[config.mk]
export PLATFORM = sky130hd
export DESIGN_NAME = dcache_refill_responder
export DESIGN_NICKNAME = d
export VERILOG_FILES = /design/src/rtl/dcache_refill_responder.sv
export SDC_FILE = /design/constraint.sdc
export NUM_CORES = 1
export LEC_CHECK = 0
export ABC_AREA = 1
export BUFFER_PORTS_ARGS = -buffer_cell sky130_fd_sc_hd__buf_4
export CAP_MARGIN = 20
export CORE_AREA = 2 2 419 421
export DETAILED_ROUTE_END_ITERATION = 10
export DIE_AREA = 0 0 421 423
export SETUP_SLACK_MARGIN = 0.3
export SLEW_MARGIN = 5
export SYNTH_ARGS = -nofsm -noshare
export SYNTH_HDL_FRONTEND = slang
export SYNTH_SLANG_ARGS = --single-unit
[constraint.sdc]
create_clock -name clk -period 1.5 [get_ports clk]
set_input_delay 0 -clock clk [delete_from_list [all_inputs] [get_ports clk]]
set_output_delay 0 -clock clk [all_outputs]
set_load 0.03 [all_outputs]
[src/rtl/dcache_refill_responder.sv]
// dcache refill responder: serves one 256-bit line per transaction from the
// line-buffer SRAM. A transaction is either a write-back of a dirty line or a
// read refill. Flow: grant pulse, address handshake, then an SRAM write or an
// SRAM read whose data is returned as a single rvalid pulse.
module dcache_refill_responder #(
    parameter int ADDR_W = 12,
    parameter int DATA_W = 256,
    parameter int RD_LAT = 1,   // SRAM read latency, 1..4
    parameter int CNT_W  = 16
) (
    input  logic              clk,
    input  logic              rst_n,
    input  logic              dcache_refill_req,
    output logic              dcache_refill_gnt,
    input  logic              dcache_refill_we,
    input  logic [ADDR_W-1:0] dcache_refill_addr,
    input  logic              dcache_refill_addr_valid,
    output logic              dcache_refill_addr_ready,
    input  logic              dcache_refill_wvalid,
    input  logic [DATA_W-1:0] dcache_refill_wdata,
    output logic              dcache_refill_rvalid,
    output logic [DATA_W-1:0] dcache_refill_rdata,
    output logic              mem_cs,
    output logic              mem_we,
    output logic [ADDR_W-1:0] mem_addr,
    output logic [DATA_W-1:0] mem_wdata,
    input  logic [DATA_W-1:0] mem_rdata,
    output logic              busy,
    output logic [CNT_W-1:0]  wr_cnt,
    output logic [CNT_W-1:0]  rd_cnt
);

    // Two bits cover RD_LAT-1 for the full 1..4 latency range.
    localparam int WAIT_W = 2;

    typedef enum logic [2:0] {
        S_IDLE,
        S_GRANT,
        S_ADDR,
        S_WDATA,
        S_RD_ISSUE,
        S_RD_WAIT,
        S_RESP
    } state_t;

    state_t              r_state;
    state_t              w_next;
    logic                r_we;
    logic [ADDR_W-1:0]   r_addr;
    logic [DATA_W-1:0]   r_rdata;
    logic [WAIT_W-1:0]   r_wait;
    logic [CNT_W-1:0]    r_wr_cnt;
    logic [CNT_W-1:0]    r_rd_cnt;

    logic                w_addr_hs;
    logic                w_wr_fire;
    logic                w_rd_cap;

    // addr_ready is purely state-decoded, so the handshake is just valid in ADDR.
    assign w_addr_hs = (r_state == S_ADDR) && dcache_refill_addr_valid;
    assign w_wr_fire = (r_state == S_WDATA) && dcache_refill_wvalid;
    // Wait counter reaches zero in the cycle the SRAM read data is valid.
    assign w_rd_cap  = (r_state == S_RD_WAIT) && (r_wait == '0);

    // State register; async reset drops any in-flight transaction.
    always_ff @(posedge clk or negedge rst_n) begin
        if (!rst_n) r_state <= S_IDLE;
        else        r_state <= w_next;
    end

    // Next-state and state-decoded control outputs.
    always_comb begin
        w_next                   = r_state;
        dcache_refill_gnt        = 1'b0;
        dcache_refill_addr_ready = 1'b0;
        dcache_refill_rvalid     = 1'b0;
        mem_cs                   = 1'b0;
        mem_we                   = 1'b0;
        case (r_state)
            S_IDLE: begin
                if (dcache_refill_req) w_next = S_GRANT;
            end
            S_GRANT: begin
                dcache_refill_gnt = 1'b1;
                w_next            = S_ADDR;
            end
            S_ADDR: begin
                dcache_refill_addr_ready = 1'b1;
                if (dcache_refill_addr_valid) w_next = r_we ? S_WDATA : S_RD_ISSUE;
                else if (!dcache_refill_req)  w_next = S_IDLE;
            end
            S_WDATA: begin
                // Write fires combinationally in the cycle wvalid is seen.
                if (dcache_refill_wvalid) begin
                    mem_cs = 1'b1;
                    mem_we = 1'b1;
                    w_next = S_IDLE;
                end
            end
            S_RD_ISSUE: begin
                mem_cs = 1'b1;
                w_next = S_RD_WAIT;
            end
            S_RD_WAIT: begin
                if (r_wait == '0) w_next = S_RESP;
            end
            S_RESP: begin
                dcache_refill_rvalid = 1'b1;
                w_next               = S_IDLE;
            end
            default: w_next = S_IDLE;
        endcase
    end

    // Transaction latches, read-latency countdown, refill data and counters.
    always_ff @(posedge clk or negedge rst_n) begin
        if (!rst_n) begin
            r_we     <= 1'b0;
            r_addr   <= '0;
            r_rdata  <= '0;
            r_wait   <= '0;
            r_wr_cnt <= '0;
            r_rd_cnt <= '0;
        end else begin
            if ((r_state == S_IDLE) && dcache_refill_req) r_we <= dcache_refill_we;
            if (w_addr_hs) r_addr <= dcache_refill_addr;
            if (r_state == S_RD_ISSUE)
                r_wait <= WAIT_W'(RD_LAT - 1);
            else if ((r_state == S_RD_WAIT) && (r_wait != '0))
                r_wait <= r_wait - WAIT_W'(1);
            if (w_rd_cap) r_rdata <= mem_rdata;
            if (w_wr_fire) r_wr_cnt <= r_wr_cnt + CNT_W'(1);
            if (r_state == S_RESP) r_rd_cnt <= r_rd_cnt + CNT_W'(1);
        end
    end

    // Address always comes from the latch; write data only passes in WDATA.
    assign mem_addr            = r_addr;
    assign mem_wdata           = (r_state == S_WDATA) ? dcache_refill_wdata : '0;
    assign dcache_refill_rdata = r_rdata;
    assign busy                = (r_state != S_IDLE);
    assign wr_cnt              = r_wr_cnt;
    assign rd_cnt              = r_rd_cnt;

endmodule

==> results of run 1 <==
[layer usage]
layer	GRT usage (%)	vias to the layer above	share of wire, %
met3	3.37	197	6.7
met4	5.44	12	4.9
met5	0	-	0.066
li1	-	8532	-
met1	15.1	9085	40
met2	21.2	801	48
[worst paths after layout]
| check | slack, ps | start | end | cells past startpoint |
|---|---|---|---|---|
| hold / removal | -20 | rst_n | mem_addr[11]$_DFFE_PN0P_ | 2 |
| min in group clk | 180 | dcache_refill_addr[4] | mem_addr[4]$_DFFE_PN0P_ | 4 |
| max in group asynchronous | 470 | rst_n | dcache_refill_rdata[1]$_DFFE_PN0P_ | 3 |
| setup reg to reg | -120 | r_state[2]$_DFFE_PN0P_ | dcache_refill_rdata[153]$_DFFE_PN0P_ | 7 |
| hold reg to reg | 470 | mem_addr[9]$_DFFE_PN0P_ | mem_addr[9]$_DFFE_PN0P_ | 2 |
| setup / recovery | -640 | r_state[2]$_DFFE_PN0P_ | mem_wdata[33] | 7 |
[logic make-up (layout without fill, tap and decap cells)]
family / count (synthesis) / after routing / share of synthesized area (%)
AND/OR/NAND/NOR: 707 / 707 / 18.0
buffers and inverters: 635 / 2125 / 18.1
flip-flops: 306 / 306 / 49.0
AO/OA/AOI/OAI: 271 / 271 / 13.8
XOR/XNOR: 15 / 15 / 0.841
adder cells (fa/ha/maj): 3 / 3 / 0.240
other: 0 / 21 / 0
[state kept, by name, indices dropped and copies added (netlist names)]
| register | cells |
|---|---|
| mem_addr | 12 |
| dcache_refill_rdata | 256 |
| r_state | 3 |
| rd_cnt | 16 |
| r_wait | 2 |
| wr_cnt | 16 |
| r_we | 1 |
[stage by stage]
| stage | util, % | setup TNS [ps] |
|---|---|---|
| floorplan | - | 0 |
| global placement | 15.8 | -3810 |
| detailed placement | 15.8 | -4900 |
| CTS | 19.0 | -150670 |
| global route | 19.4 | -182530 |
| finish | 19.4 | -138470 |
[layout make-up]
type	count	area share [%]
inverters	546	6.10
clock buffers	54	3.44
flip-flops and latches	306	22.8
clock inverters	19	0.849
multi-input cells	996	18.3
well taps	2325	8.66
diodes	21	0.156
repair buffers	1506	39.7
[timing repair]
action                                  in CTS  in global routing
setup buffers                               19                  2
hold endpoints to repair                   588                  2
endpoints found under the setup margin     856                846
gates resized for setup                    259                149
hold buffers                               273                  2
pin swaps                                    4                  3
gates cloned                                 6                  5
[layout by cell type, fill, tap and decap left out, types with 9 or more instances in the layout]
cell type and count:
buf_6 173, buf_12 29, dlygate4sd3_1 275, nor2_1 113
nand2_1 357, o21ai_2 210, nor2_2 65, dfrtp_1 304
o21ai_0 12, nand4_1 9, buf_8 9, inv_1 543
o21ai_1 46, nand3_1 29, clkbuf_16 45, nor2_4 116
buf_4 1007, diode_2 21
[power groups by stage]
stage	clock network, mW	registers (mW)	logic, mW
after detailed placement	0	14.6	32.0
after global routing	11.2	15.0	36.5
final	10.6	14.7	34.8
after global placement	0	14.6	31.6
after CTS	11.0	14.6	34.3
after floorplan	0	21.4	10.4
==> flow_metrics.tcl, run 1 <==
set metrics [dict create \
    status "finished, violations left" \
    failed_checks "negative hold slack, negative setup slack" \
    crit_chain "inv_2 -> nand3_4 -> buf_12 -> clkbuf_16 -> buf_6 -> nor2_2 -> buf_6" \
    viasPerCell 3.23 \
    fp.dieH_um 423 \
    hp-class "in -> async" \
    max_cap_violations 0 \
    worst_pin_slew_ps 623 \
    numCtsBuffers 41 \
    syn_area_sq_mm 0.0156 \
    power.leakage_nw 17.5 \
    multi_input_area_sq_mm 0.00616 \
    rows 153 \
    drt_iter0_drc 1034 \
    final.setup_skew_ps 31.9 \
    crit_path_frequent_cell "buf_6" \
    grt_overflow_total 0 \
    comb_power_share_pct 57.9 \
    final_nets 3930 \
    power.internal_mw 31.2 \
    floorplan.die_area_sq_mm 0.178 \
    dpl_cell_area_sq_mm 0.0274 \
    clkPwrFrac_pct 17.7 \
    worst_slack_ps -642 \
    synth_warnings 0 \
    async_reset_ff_share_pct 100 \
    grt_pass1_wl_um 158000 \
    seqCellArea_sq_mm 0.00766 \
    syn_nets 2470 \
    wl_per_cell_um 20.6 \
    cts_tree "done" \
    io_pins 1092 \
    ys_seq_elements 306 \
    p_total_mw 60.1 \
    gp_congestion 0.980 \
    worstPathRequired_ps 1500 \
    cts-htree-levels 2 \
    worst-path-buf-inv 5 \
    whs_ps -18.2 \
    path_class "reg -> out" \
    finalInstanceArea_sq_mm 0.0336 \
    wirelength_um 119000 \
    synth_cells 1937 \
    port_buffers 1091 \
    ant_nets 0 \
    synth_edf_count 0 \
    rsz0062_at_grt "yes" \
    netSwitchingFraction_pct 48.1 \
    clockBufferDepth 3 \
    dpl.hpwl_um 101000 \
    relSlewSlack_pct 58.5 \
    synth_most_common_cell "inv_1" \
    critPathArrivalTime_ps 2140 \
    grt_max_degree 60 \
    drive_gt1_share_pct 49.6 \
    antenna_found_initial 56 \
    slowest_stage "dfrtp_1" \
    finalNonFillerCells 5773 \
    grt_pass1_vias 18958 \
    cp_max_fo 12 \
    peakVddDrop_mv 0.748 \
    place_ws_ps -114 \
    yosys.area.top_type "dfrtp_1" \
    synth_ff_type "dfrtp_1" \
    syn_avg_cell_area_sq_um 8.06 \
    yosys-top-cells-count "inv_1 (545), nand2_1 (357), dfrtp_1 (306)" \
    initial_utilization_pct 9.01 \
    ys_top_cells_by_area "dfrtp_1 (49%), inv_1 (13%), o21ai_2 (12%)" \
    clkSinkCount 306 \
    max_freq_mhz 467 \
    n_fill_cell 19263 \
    area_growth_pct 115 \
    seq_area_frac_synth_pct 49.0 \
    startpoint_type "flip-flop" \
    die-width_um 421 \
    cp_top_family "buffers and inverters" \
    seqPwrFrac_pct 24.4 \
    maxSlewViolCount 0 \
    insertion_delay_ps 620 \
    path_clk_slew_ps 50 \
    finalHoldViolations 6 \
    drc 0 \
    slowest_delay_ps 400 \
    end_kind "output pin" \
    vias 18627 \
    finalSetupViolations 469 \
    post-route-period-util_pct 143 \
    drt_pass1_iterations 5 \
    ys_types 30 \
    p_switching_mw 28.9 \
    dp_cells 5372 \
    synth_top_area_share_pct 49.0 \
    p_per_area_mw_per_mm2 1790 \
    cts_root_buffer "clkbuf_16" \
    grt_use_total_pct 12.6 \
    finalCriticalPeriod_ps 2140 \
    core_area_sq_mm 0.173 \
]
Note: power is estimated with default switching activity, not from simulation.
==> run 2, diff against run 1 <==
--- a/config.mk
+++ b/config.mk
@@ -11,6 +11,8 @@
 export CORE_AREA = 2 2 419 421
 export DETAILED_ROUTE_END_ITERATION = 10
 export DIE_AREA = 0 0 421 423
+export HOLD_SLACK_MARGIN = 0.12
+export RECOVER_POWER = 100
 export SETUP_SLACK_MARGIN = 0.3
 export SLEW_MARGIN = 5
 export SYNTH_ARGS = -nofsm -noshare
==> flow_metrics.tcl, run 2 (same netlist as run 1, synthesis figures left out) <==
set metrics [dict create \
    antenna_found_initial 54 \
    io_pins 1092 \
    grt_pass1_wl_um 158000 \
    relSlewSlack_pct 37.3 \
    peakVddDrop_mv 0.694 \
    place_ws_ps -114 \
    slowest_stage "dfrtp_1" \
    grt_use_total_pct 12.6 \
    finalHoldViolations 0 \
    wl_per_cell_um 20.6 \
    maxSlewViolCount 0 \
    end_kind "output pin" \
    wirelength_um 119000 \
    power.leakage_nw 16.8 \
    drt_pass1_iterations 5 \
    cts-htree-levels 2 \
    startpoint_type "flip-flop" \
    failed_checks "negative setup slack" \
    cts_root_buffer "clkbuf_16" \
    final_nets 3929 \
    crit_path_frequent_cell "buf_6" \
    critPathArrivalTime_ps 2150 \
    cts_tree "done" \
    finalCriticalPeriod_ps 2150 \
    p_per_area_mw_per_mm2 1760 \
    port_buffers 1091 \
    vias 18608 \
    crit_chain "inv_2 -> nand3_4 -> buf_12 -> clkbuf_16 -> buf_6 -> nor2_2 -> buf_6" \
    largest_reg_flops 256 \
    hp-class "in -> async" \
    path_class "reg -> out" \
    worst_slack_ps -652 \
    max_freq_mhz 465 \
    clkSinkCount 306 \
    clkPwrFrac_pct 18.6 \
    p_total_mw 57.2 \
    clockBufferDepth 3 \
    fp.dieH_um 423 \
    cp_max_fo 12 \
    insertion_delay_ps 620 \
    max_cap_violations 0 \
    final.setup_skew_ps 31.1 \
    drc 0 \
    seqPwrFrac_pct 25.4 \
    rows 153 \
    status "finished, violations left" \
    finalSetupViolations 528 \
    ant_nets 0 \
    ff2ff_setup_slack_ps -160 \
    worstPathRequired_ps 1500 \
    ctsHoldBuffers 274 \
    numCtsBuffers 41 \
    viasPerCell 3.22 \
    rsz0062_at_grt "yes" \
    grt_pass1_vias 18963 \
    floorplan.die_area_sq_mm 0.178 \
    p_switching_mw 28.8 \
    area_growth_pct 108 \
    power.internal_mw 28.4 \
    path_clk_slew_ps 60 \
    final_common_cell "buf_4" \
    drt_iter0_drc 1036 \
    grt_max_degree 60 \
    setup_tns_ps -155840 \
    die-width_um 421 \
    core_area_sq_mm 0.173 \
    slowest_delay_ps 390 \
    comb_power_share_pct 56.0 \
    worst_pin_slew_ps 941 \
    gp_congestion 0.980 \
    post-route-period-util_pct 143 \
    netSwitchingFraction_pct 50.3 \
    initial_utilization_pct 9.01 \
    dpl.hpwl_um 101000 \
    layout_common_cells "buf_4 (695), inv_1 (543), nand2_1 (358), dfrtp_1 (304), dlygate4sd3_1 (274)" \
    grt_overflow_total 0 \
    drive_gt1_share_pct 45.0 \
]
-- run 2: cell count changes in the layout (fill, tap and decap cells not counted), sizes merged --
cell	delta
buf	-319
clkbuf	+319
diode	+4
dlygate4sd3	-1
-- run 2: metal layers --
metal / vias to the layer above / global-route usage, % / routed length (um)
li1: 8531 / - / -
met1: 9069 / 15.1 / 47400
met2: 793 / 21.2 / 56600
met3: 203 / 3.36 / 8250
met4: 12 / 5.44 / 6380
met5: - / 0 / 71
-- run 2: cell type report --
class	instances	area [sq um]
inverter	546	2050
sequential	306	7660
timing repair buffer	1505	12300
tap	2325	2910
clock buffer	54	1150
fill	19523	141000
multi-input combinational	996	6130
clock inverter	19	285
antenna	25	62.6
-- run 2: critical path, delay by kind of cell, from the launching register on --
family | cells | cell delay (ps)
flops | 1 | 390
simple gates | 2 | 240
buf+inv | 5 | 830
-- run 2: metrics by stage --
stage          hold slack [ps]  util (%)  instances  area, sq um
2_1_floorplan             -296         -       1937        16000
3_3_place_gp              11.4      15.8       5372        27400
3_5_place_dp              9.78      15.8       5372        27400
4_1_cts                  -71.3      19.0       5744        32900
5_1_grt                    169      18.7       5763        32500
6_report                  87.9      18.8       5776        32500
-- run 2: worst paths after layout --
path	startpoint	endpoint	cells after the start
setup / recovery	r_state[2]$_DFFE_PN0P_	mem_wdata[33]	7
hold / removal	rst_n	wr_cnt[0]$_DFFE_PN0P_	2
setup reg to reg	r_state[1]$_DFFE_PN0P_	dcache_refill_rdata[184]$_DFFE_PN0P_	7
hold reg to reg	mem_addr[9]$_DFFE_PN0P_	mem_addr[9]$_DFFE_PN0P_	2
max in group asynchronous	rst_n	dcache_refill_rdata[174]$_DFFE_PN0P_	3
min in group clk	mem_rdata[78]	dcache_refill_rdata[78]$_DFFE_PN0P_	4
-- run 2: power groups by stage --
stage	registers, mW	logic [mW]	clock network (mW)
after floorplan	21.4	10.4	0
after global placement	14.6	31.6	0
after detailed placement	14.6	32.0	0
after CTS	14.6	34.3	11.0
after global routing	14.9	33.7	11.2
final	14.6	32.0	10.6
-- run 2: timing repair --
item	CTS	global route
pin swaps	4	3
endpoints found under the setup margin	856	846
resized for setup	259	149
buffers inserted	19	2
hold endpoints to repair	594	36
gates cloned	6	5
==> run 3, diff against run 2 <==
--- a/config.mk
+++ b/config.mk
@@ -8,12 +8,12 @@
 export ABC_AREA = 1
 export BUFFER_PORTS_ARGS = -buffer_cell sky130_fd_sc_hd__buf_4
 export CAP_MARGIN = 20
-export CORE_AREA = 2 2 419 421
+export CORE_AREA = 2 2 420 422
 export DETAILED_ROUTE_END_ITERATION = 10
-export DIE_AREA = 0 0 421 423
+export DIE_AREA = 0 0 422 424
 export HOLD_SLACK_MARGIN = 0.12
+export PLACE_DENSITY = 0.3
 export RECOVER_POWER = 100
-export SETUP_SLACK_MARGIN = 0.3
 export SLEW_MARGIN = 5
 export SYNTH_ARGS = -nofsm -noshare
 export SYNTH_HDL_FRONTEND = slang
==> flow_metrics.tcl, run 3 (same netlist as run 1, synthesis figures left out) <==
set metrics [dict create \
    relSlewSlack_pct 56.8 \
    post-route-period-util_pct 131 \
    viasPerCell 3.02 \
    path_clk_slew_ps 60 \
    wl_met2_um 54500 \
    comb_power_share_pct 54.7 \
    clkPwrFrac_pct 20.1 \
    cts_tree "done" \
    max_freq_mhz 508 \
    wl_met1_um 49600 \
    finalNonFillerCells 5839 \
    finalCriticalPeriod_ps 1970 \
    highest_layer "met5" \
    p_switching_mw 27.9 \
    rows 154 \
    grt_max_degree 44 \
    area_growth_pct 109 \
    finalSetupViolations 528 \
    peakVddDrop_mv 0.894 \
    power.leakage_nw 17.2 \
    final.setup_skew_ps 57.4 \
    io_pins 1092 \
    reg2reg_to "wr_cnt[7]$_DFFE_PN0P_" \
    largest_reg_flops 256 \
    worst_pin_slew_ps 647 \
    worst-path-buf-inv 5 \
    fp.dieH_um 424 \
    clockBufferDepth 3 \
    crit_path_frequent_cell "buf_6" \
    place_ws_ps -171 \
    ant_nets 0 \
    grt_use_total_pct 12.5 \
    dp_cells 5384 \
    setup_tns_ps -112040 \
    insertion_delay_ps 640 \
    slowest_stage "dfrtp_1" \
    critPathArrivalTime_ps 1970 \
    failed_checks "negative setup slack" \
    hold_depth 4 \
    reg2reg_from "r_state[0]$_DFFE_PN0P_" \
    cp_max_fo 8 \
    hp-class "in -> reg" \
    grt_pass1_wl_um 156000 \
    grt_overflow_total 0 \
    worstPathRequired_ps 1500 \
    dpl.hpwl_um 98900 \
    gp_congestion 0.889 \
    drive_gt1_share_pct 44.6 \
    slowest_delay_ps 360 \
    rsz0062_at_grt "yes" \
    antenna_found_initial 26 \
    whs_ps 186 \
    floorplan.die_area_sq_mm 0.179 \
    port_buffers 1091 \
    worst_slack_ps -469 \
    crit_chain "buf_6 -> nand3_4 -> buf_12 -> buf_16 -> clkbuf_16 -> nor2_4 -> buf_6" \
    cts-htree-levels 2 \
    cts_root_buffer "clkbuf_16" \
    numCtsBuffers 47 \
    status "finished, violations left" \
    min_to "dcache_refill_rdata[229]$_DFFE_PN0P_" \
    ff2ff_setup_slack_ps -220 \
    die-width_um 422 \
    core_area_sq_mm 0.175 \
    drt_iter0_drc 801 \
    final_common_cell "buf_4" \
    power.internal_mw 29.0 \
    maxSlewViolCount 0 \
    drc 0 \
    netSwitchingFraction_pct 49.1 \
    finalHoldViolations 0 \
    end_kind "output pin" \
    n_fill_cell 20014 \
    clkSinkCount 306 \
    startpoint_type "flip-flop" \
    initial_utilization_pct 8.92 \
    wl_met3_um 9620 \
    cp_top_family "buffers and inverters" \
    ff2ff_path_depth 9 \
    seqPwrFrac_pct 25.1 \
    vias 17614 \
    max_cap_violations 0 \
    hp-start "mem_rdata[229]" \
    drt_pass1_iterations 5 \
    wl_per_cell_um 19.9 \
    layout_common_cells "buf_4 (762), inv_1 (543), nand2_1 (354), dlygate4sd3_1 (335), dfrtp_1 (305)" \
    grt_pass1_vias 18436 \
    wirelength_um 116000 \
    p_per_area_mw_per_mm2 1740 \
    final_nets 3987 \
    path_class "reg -> out" \
]
==> run 3: cell count changes in the layout (fill, tap and decap cells not counted), sizes merged <==
cell         delta
bufbuf          -1
clkbuf          -1
diode          -15
clkinv          +1
bufinv          -1
clkinvlp        +1
buf             +9
dlygate4sd3    +61
inv             -6
==> run 3: power groups by stage <==
stage          combinational [mW]  clock (mW)  sequential, mW
2_1_floorplan                10.2           0            21.4
3_3_place_gp                 31.5           0            14.5
3_5_place_dp                 31.6           0            14.5
4_1_cts                      33.6        12.1            14.4
5_1_grt                      33.2        12.4            14.8
6_report                     31.2        11.5            14.3
==> run 3: through the flow <==
step | power, mW | cell area, sq um | util [%]
after floorplan | 31.5 | 15700 | -
final | 56.9 | 32700 | 18.7
after detailed placement | 46.1 | 27300 | 15.6
after CTS | 60.1 | 33000 | 18.9
after global routing | 60.4 | 32700 | 18.7
after global placement | 46.0 | 27300 | 15.6
==> run 3: worst min-delay path: stages <==
cell and delay [ps]:
dlygate4sd3_1 530, buf_4 130, inv_1 40, o21ai_1 60
==> run 3: timing repair <==
action / in CTS / in global routing
endpoints found under the hold margin: 589 / 0
gates cloned: 3 / 5
resized for setup: 174 / 116
pin swaps: 2 / 5
buffers inserted: 10 / 7
hold buffers: 336 / 0
setup endpoints to repair: 452 / 550
==> run 3: worst max path at each step <==
stage                     cells past startpoint             end                    from  slack [ps]
after floorplan                               6  mem_wdata[225]  r_state[2]$_DFFE_PN0P_         -10
after global placement                        5   mem_wdata[63]  r_state[1]$_DFFE_PN0P_        -190
after detailed placement                      5  mem_wdata[202]  r_state[1]$_DFFE_PN0P_        -170
after CTS                                     7          mem_we  r_state[2]$_DFFE_PN0P_        -530
after global routing                          6    mem_wdata[5]  r_state[2]$_DFFE_PN0P_        -560
final                                         7   mem_wdata[67]  r_state[0]$_DFFE_PN0P_        -470
==> run 3: layer usage <==
layer  up-vias  track usage (%)
li1       8665                -
met1      8239             15.6
met2       601             20.3
met3       107             4.72
met4         2             2.71
met5         -                0
==> run 3: area by class of cell <==
| class | instances | area (sq um) | share of cell area, % |
|---|---|---|---|
| repair buffers | 1557 | 12700 | 38.9 |
| flip-flops and latches | 306 | 7660 | 23.4 |
| multi-input cells | 996 | 5740 | 17.6 |
| inverters | 546 | 2050 | 6.28 |
| diodes | 10 | 25.0 | 0.0765 |
| well taps | 2340 | 2930 | 8.96 |
| clock inverters | 14 | 225 | 0.689 |
| clock buffers | 70 | 1350 | 4.14 |
